### config.mk
export PLATFORM = sky130hd
export DESIGN_NAME = delay_timer
export DESIGN_NICKNAME = d
export VERILOG_FILES = /design/src/rtl/timer_pkg.sv /design/src/rtl/down_counter_w.sv /design/src/rtl/delay_timer.sv
export SDC_FILE = /design/constraint.sdc
export NUM_CORES = 1
export LEC_CHECK = 0
export CAP_MARGIN = 5
export CORE_UTILIZATION = 30
export CTS_CLUSTER_DIAMETER = 200
export DETAILED_ROUTE_END_ITERATION = 10
export SLEW_MARGIN = 20
export SYNTH_ARGS = -nofsm -noshare
export SYNTH_HDL_FRONTEND = slang
export SYNTH_SLANG_ARGS = --single-unit
### constraint.sdc
create_clock -name clk -period 2.8 [get_ports clk]
set_input_delay 0.84 -clock clk [delete_from_list [all_inputs] [get_ports clk]]
set_output_delay 0.84 -clock clk [all_outputs]
set_load 0.005 [all_outputs]
### src/rtl/timer_pkg.sv
// Shared mode codes and FSM state encoding for the delay timer family.
package timer_pkg;

    localparam logic [1:0] MODE_ONESHOT  = 2'd0;
    localparam logic [1:0] MODE_RETRIG   = 2'd1;
    localparam logic [1:0] MODE_PERIODIC = 2'd2;

    typedef enum logic {
        ST_IDLE = 1'b0,
        ST_RUN  = 1'b1
    } state_t;

endpackage

### src/rtl/down_counter_w.sv
// Loadable W-bit down counter; never wraps below 1 on decrement.
module down_counter_w #(
    parameter int unsigned W = 16
) (
    input  logic         clk,
    input  logic         rst_n,
    input  logic         load,
    input  logic [W-1:0] load_val,
    input  logic         en,
    input  logic         clr,
    output logic [W-1:0] count,
    output logic         is_one
);

    // Count register: clear beats load beats decrement.
    always_ff @(posedge clk or negedge rst_n) begin
        if (!rst_n) begin
            count <= '0;
        end else if (clr) begin
            count <= '0;
        end else if (load) begin
            count <= load_val;
        end else if (en && (count >= W'(2))) begin
            count <= count - W'(1);
        end
    end

    // Expiry is detected one count early so the reload path can take over.
    assign is_one = (count == W'(1));

endmodule

### src/rtl/delay_timer.sv
// Triggered delay timer with one-shot, retriggerable and periodic modes.
module delay_timer
    import timer_pkg::*;
#(
    parameter int unsigned W            = 16,
    parameter int unsigned MODE_DEFAULT = 0
) (
    input  logic         clk,
    input  logic         rst_n,
    input  logic         trigger,
    input  logic         cancel,
    input  logic [W-1:0] N,
    input  logic [1:0]   mode,
    output logic         busy,
    output logic [W-1:0] remaining,
    output logic         time_out
);

    state_t     state, state_d;
    logic [1:0] mode_q, mode_d;
    logic       busy_d;
    logic       time_out_d;
    logic       cnt_load, cnt_en, cnt_clr;
    logic       cnt_is_one;
    logic       n_zero;
    logic [1:0] mode_default_unused;

    // Out of reset the mode always comes from the port at trigger time.
    assign mode_default_unused = 2'(MODE_DEFAULT);

    assign n_zero = (N == '0);

    down_counter_w #(.W(W)) u_cnt (
        .clk      (clk),
        .rst_n    (rst_n),
        .load     (cnt_load),
        .load_val (N),
        .en       (cnt_en),
        .clr      (cnt_clr),
        .count    (remaining),
        .is_one   (cnt_is_one)
    );

    // State, latched mode and registered outputs.
    always_ff @(posedge clk or negedge rst_n) begin
        if (!rst_n) begin
            state    <= ST_IDLE;
            mode_q   <= MODE_ONESHOT;
            busy     <= 1'b0;
            time_out <= 1'b0;
        end else begin
            state    <= state_d;
            mode_q   <= mode_d;
            busy     <= busy_d;
            time_out <= time_out_d;
        end
    end

    // Next-state, counter control and output decode; cancel overrides all.
    always_comb begin
        state_d    = state;
        mode_d     = mode_q;
        busy_d     = busy;
        time_out_d = 1'b0;
        cnt_load   = 1'b0;
        cnt_en     = 1'b0;
        cnt_clr    = 1'b0;

        if (cancel) begin
            state_d = ST_IDLE;
            busy_d  = 1'b0;
            cnt_clr = 1'b1;
        end else begin
            case (state)
                ST_IDLE: begin
                    if (trigger && !n_zero) begin
                        state_d  = ST_RUN;
                        busy_d   = 1'b1;
                        mode_d   = mode;
                        cnt_load = 1'b1;
                    end
                end
                ST_RUN: begin
                    if (trigger && (mode_q == MODE_RETRIG)) begin
                        // Restart suppresses any expiry due on this edge.
                        if (n_zero) begin
                            state_d = ST_IDLE;
                            busy_d  = 1'b0;
                            cnt_clr = 1'b1;
                        end else begin
                            cnt_load = 1'b1;
                        end
                    end else if (cnt_is_one) begin
                        time_out_d = 1'b1;
                        if ((mode_q == MODE_PERIODIC) && !n_zero) begin
                            cnt_load = 1'b1;
                        end else begin
                            state_d = ST_IDLE;
                            busy_d  = 1'b0;
                            cnt_clr = 1'b1;
                        end
                    end else begin
                        cnt_en = 1'b1;
                    end
                end
                default: begin
                    state_d = ST_IDLE;
                end
            endcase
        end
    end

endmodule

==> reports/results.tsv, run 1 <==
metric	value	unit
result of the run	completed	
Storage cell area	526	sq um
DP Worst Slack	-199	ps
die area	0.00510	sq mm
synthesis-stage register bit count	21	
ant diodes	0	
MaxCap Viol Count	0	
Achievable Freq	0.369	GHz
Filler Cells Inserted	446	
unrepaired setup endpoints after global routing	no	
startpoint types	primary input	
Yosys top cell area share	36.3	%
gpl congestion	0.840	
post-detail-place hpwl	3.18	mm
largest net degree at the start of global routing	22	
actual slew at the worst max-slew pin	692	ps
vias in the first global route	1441	
clk_lat worst skew	260	ps
drt drc	0	
top cells by area, synth	dfrtp_1 36%, nor2_1 7.0%, a221o_1 3.5%	
Remaining Overflow, GRT	0	
Seq/Total Area, Yosys	36.3	%
Hold Crit Class	flop to flop	
Max VDD drop	0.215	mV
syn nets	184	
Worst slew margin	53.5	%
post-placement cell area	0.00212	sq mm
cells along the critical path	clkdlybuf4s50_1, nor4_1, nand4_1, a221oi_2, nor3_2, and2_4, a221o_1	
maximum root-to-sink buffer count	2	
EDFF count, synth	0	
multi-input logic area	883	sq um
Via Count	1520	
setup repair bufs after CTS	0	
final worst slack	91.8	ps
CTS buffer count	3	
synthesized netlist cell count	159	
H-tree Lvls	1	
R2R setup slack	390	ps
warning count from the yosys run	0	
gr usage total	17.3	%
Pre-Repair DR Iteration Count	4	
CTS tree	built	
Final setup viols	0	
post-route cell area	0.00218	sq mm
slowest CP cell	clkdlybuf4s50_1	
I/O pin count	40	
most numerous cell in the Yosys netlist	nor2_1	
most common flop cell mapped by yosys	dfrtp_1	
Clk pin slew, worst setup/hold paths	80	ps
Post-synth ARST share	100	%
critical path type	primary input to flop	
mean post-synth cell area	9.10	sq um
core area	0.00450	sq mm
CP max FO	9	
Pwr per Cell Area	535	mW/mm^2
Post-synth top cells	27 x nor2_1, 21 x dfrtp_1, 11 x nand2_1	
Initial DRC Count	95	
final clock skew	3.54	ps
CP Data Arrival Time	2860	ps
wirelength, routed	4.16	mm
first-pass GRT wire length	6.91	mm
Pleak	0.883	nW
Syn-to-layout area delta	50.7	%
top cell type by total area after synthesis	dfrtp_1	
Initial Utilization	32.1	%
Via density	5.37	
Netlist cell types	47	
Worst Path Required	2950	ps
Pwr Total	0.00117	W
Critical Path End Type	flop	
CTS sink count	21	
Layout Utilization	48.4	%
Site Rows	24	
Setup TNS	0	ps
clock root buffer	clkbuf_8	
Die X	71.4	um
Port Buffers	39	
WL/cell	14.7	um
Final nets	257	
Post-DRT Antenna Nets	0	
DIE HEIGHT	71.4	um
final hold violation count	0	
min Tclk post-route	2710	ps
initial antenna violation count	0	
synthesized area	0.00145	sq mm
layout cell share with drive strength beyond 1	23.8	%
crit share post-route	96.7	%
slowest stage delay, CP	430	ps
pins over their slew limit	0	
-- worst max-delay path, delay by kind of cell --
kind / cells / cell delay, ps
buf+inv: 1 / 430
compound gates: 2 / 610
simple gates: 4 / 970
-- sequential cells by signal (all words and copies together), names as in the netlist --
register	count
time_out	1
mode_q	2
state	1
busy	1
u_cnt.count	16
-- per-stage QoR --
step	hold slack [ps]	std cells
final	571	283
after global placement	561	279
after detailed placement	557	279
after global routing	605	283
after CTS	576	283
after floorplan	531	159
-- path summary, 6_finish.rpt --
kind                       cells after the start         endpoint           start
hold / removal                                 2             busy            busy
hold reg to reg                                2             busy            busy
setup / recovery                               7   u_cnt.count[8]           N[11]
min in group asynchronous                      2   u_cnt.count[3]           rst_n
max in group asynchronous                      2  u_cnt.count[14]           rst_n
setup reg to reg                               8   u_cnt.count[8]  u_cnt.count[1]
-- layout make-up --
cell class,count,share of cell area (%)
Multi-Input combinational cell,129,40.5
Tap cell,52,2.99
Sequential cell,21,24.1
Timing Repair Buffer,73,29.6
Clock buffer,4,2.07
Inverter,4,0.689
-- cell families after synthesis --
kind of cell | share of synthesized area, %
compound gates | 22.5
xor+xnor | 4.24
fa+ha+maj | 2.60
buf+inv | 3.63
flops | 36.3
mux | 1.56
simple gates | 29.2
-- metal layers --
| metal | wire, um | global-route usage, % |
|---|---|---|
| met2 | 1900 | 28.5 |
| met3 | 199 | 3.23 |
| met1 | 2040 | 23.5 |
| met4 | 24 | 4.00 |
| met5 | 0 | 0 |
-- cell usage in the layout, fill, tap and decap left out, types with 2 or more instances in the layout --
cell type        netlist  final
nor4_4                 2      2
xor2_1                 2      2
a221o_1                5      5
inv_1                  4      4
o21ai_0                3      3
ha_1                   3      3
xnor2_1                5      5
nand2b_1               2      2
nand2_1               11     11
a221oi_1               2      2
a21oi_1                5      5
buf_4                  0     34
a211oi_1               2      2
dfrtp_1               21     21
a221oi_2               3      3
nor3_1                 6      6
clkdlybuf4s50_1        0     39
nor4_2                 1      2
a31oi_1                3      3
clkbuf_8               0      3
o311ai_0               2      2
o21a_2                 1      2
nor4_1                 5      4
mux2_2                 2      2
o22ai_1                3      3
o21ai_1                4      4
nand4_1                2      2
nor2_1                27     27
nand3_1                5      5
or3_1                  3      3
-- report_power, final --
part	total (W)	internal [W]	leakage, nW	switching (W)
Combinational	0.000502	0.000282	0.591	0.000220
Sequential	0.000460	0.000355	0.269	0.000105
Clock	0.000205	0.000102	0.0228	0.000103
-- what timing repair did --
item,in CTS,in global routing
hold buffers,0,0
resized for setup,0,3
setup endpoints to repair,0,6
hold endpoints to repair,0,0
(Power assumes the default switching activity.)
==> inputs of run 2 (changes only) <==
CAP_MARGIN = not set   (was 5)
CORE_ASPECT_RATIO = 0.5   (was not set)
==> reports/results.tsv, run 2 (synthesis gave the netlist of run 1 again) <==
metric	value	unit
final clock skew	8.95	ps
Pleak	0.929	nW
post-detail-place hpwl	3.34	mm
Flop pwr share	38.2	%
Final nets	250	
CTS sink count	21	
Clk pin slew, worst setup/hold paths	90	ps
Port Buffers	39	
core area	0.00451	sq mm
Achievable Freq	0.363	GHz
CP max FO	5	
Final setup viols	0	
internal power	0.000735	W
maximum root-to-sink buffer count	2	
final worst slack	41.7	ps
Die X	100	um
critical path type	primary input to flop	
largest net degree at the start of global routing	22	
Filler Cells Inserted	459	
pins over their slew limit	0	
Initial DRC Count	128	
commonest non-fill, non-tap cell in the layout	clkdlybuf4s50_1	
placed insts	285	
I/O pin count	40	
Syn-to-layout area delta	54.8	%
Pre-Repair DR Iteration Count	4	
wirelength, routed	4.59	mm
Reg with most FFs	u_cnt.count	
MaxCap Viol Count	0	
Worst slew margin	56.5	%
initial antenna violation count	0	
ant diodes	0	
WL/cell	15.8	um
CTS buffer count	3	
CTS tree	built	
Net Sw Frac	38.2	%
Hold Crit Class	flop to flop	
Max VDD drop	0.212	mV
drt drc	0	
biggest regs	u_cnt.count: 16 flops, mode_q: 2 flops	
Via Count	1586	
Remaining Overflow, GRT	0	
Worst Reg2Reg Path Length in Cells	9	
gr usage total	18.8	%
Via density	5.47	
Pwr per Cell Area	531	mW/mm^2
Comb power frac	44.2	%
hold depth	1	
Post-DRT Antenna Nets	0	
Critical Path End Type	flop	
vias in the first global route	1482	
Setup TNS	0	ps
gpl congestion	0.854	
crit share post-route	98.5	%
layout cell share with drive strength beyond 1	23.7	%
Layout Utilization	49.7	%
first-pass GRT wire length	7.35	mm
H-tree Lvls	1	
net switching power	0.000455	W
final hold violation count	0	
die area	0.00512	sq mm
startpoint types	primary input	
hold buffers post-CTS	0	
DIE HEIGHT	51.1	um
clk_lat worst skew	270	ps
DP Worst Slack	-288	ps
result of the run	completed	
actual slew at the worst max-slew pin	647	ps
Worst Path Required	2940	ps
number of flip-flops in the largest register	16	
Initial Utilization	32.1	%
CP Data Arrival Time	2900	ps
Final Non-Filler Cells	290	
min Tclk post-route	2760	ps
commonest non-fill, non-tap cells in the layout	33 x clkdlybuf4s50_1, 27 x nor2_1, 26 x buf_4	
Site Rows	17	
clock root buffer	clkbuf_8	
Clk pwr share	17.7	%
==> run 2: worst paths after layout <==
kind / from / to / slack (ps)
min in group asynchronous: rst_n / u_cnt.count[10] / 920
worst max register to register: u_cnt.count[1] / u_cnt.count[9] / 330
worst max-delay path: N[11] / u_cnt.count[9] / 40
max in group asynchronous: rst_n / u_cnt.count[13] / 1650
worst min register to register: mode_q[0] / mode_q[0] / 580
worst min-delay path: mode_q[0] / mode_q[0] / 580
==> run 2: per-stage QoR <==
stage	cell area (sq um)	total power, W	hold slack (ps)
global route	2240	0.00127	616
global placement	2090	0.000947	556
detailed placement	2090	0.000955	570
floorplan	1450	0.000715	531
CTS	2150	0.00117	589
finish	2240	0.00119	583
==> run 2: cell type report <==
type | count | area [sq um] | area share, %
Clock inverter | 1 | 5.00 | 0.223
Sequential cell | 21 | 526 | 23.5
Timing Repair Buffer | 66 | 621 | 27.7
Clock buffer | 3 | 41.3 | 1.84
Multi-Input combinational cell | 129 | 950 | 42.4
Inverter | 4 | 15.0 | 0.670
Tap cell | 66 | 82.6 | 3.69
==> run 2: timing repair <==
action                                  4_1_cts  5_1_grt
resized for setup                             2       15
buffers inserted                              0        1
endpoints found under the setup margin       14       14
pin swaps                                     0        7
==> run 2: per-layer routing <==
metal	up-vias	track usage (%)	share of wire, %
met5	-	0	0
met4	0	2.90	1.0
met3	4	4.38	7.4
met2	57	31.2	47
met1	787	25.4	44
li1	738	-	-
==> run 2: worst max-delay path, cell delays in order <==
cell and delay (ps):
clkdlybuf4s50_1 470, nor4_4 330, nand4_1 270, a221oi_4 350, nor3_4 110, buf_12 150
a221oi_4 270, o22ai_1 110
==> run 2: power by group through the flow <==
stage               Clock [W]  Combinational, W  Sequential [W]
global placement            0          0.000494        0.000454
floorplan                   0          0.000274        0.000442
CTS                  0.000215          0.000503        0.000451
global route         0.000231          0.000571        0.000465
finish               0.000210          0.000526        0.000454
detailed placement          0          0.000499        0.000456
==> inputs of run 3 (changes only) <==
CTS_CLUSTER_SIZE = 24   (was not set)
==> results of run 3 <==
Final layout, timing and power as in run 2 (identical DEF).
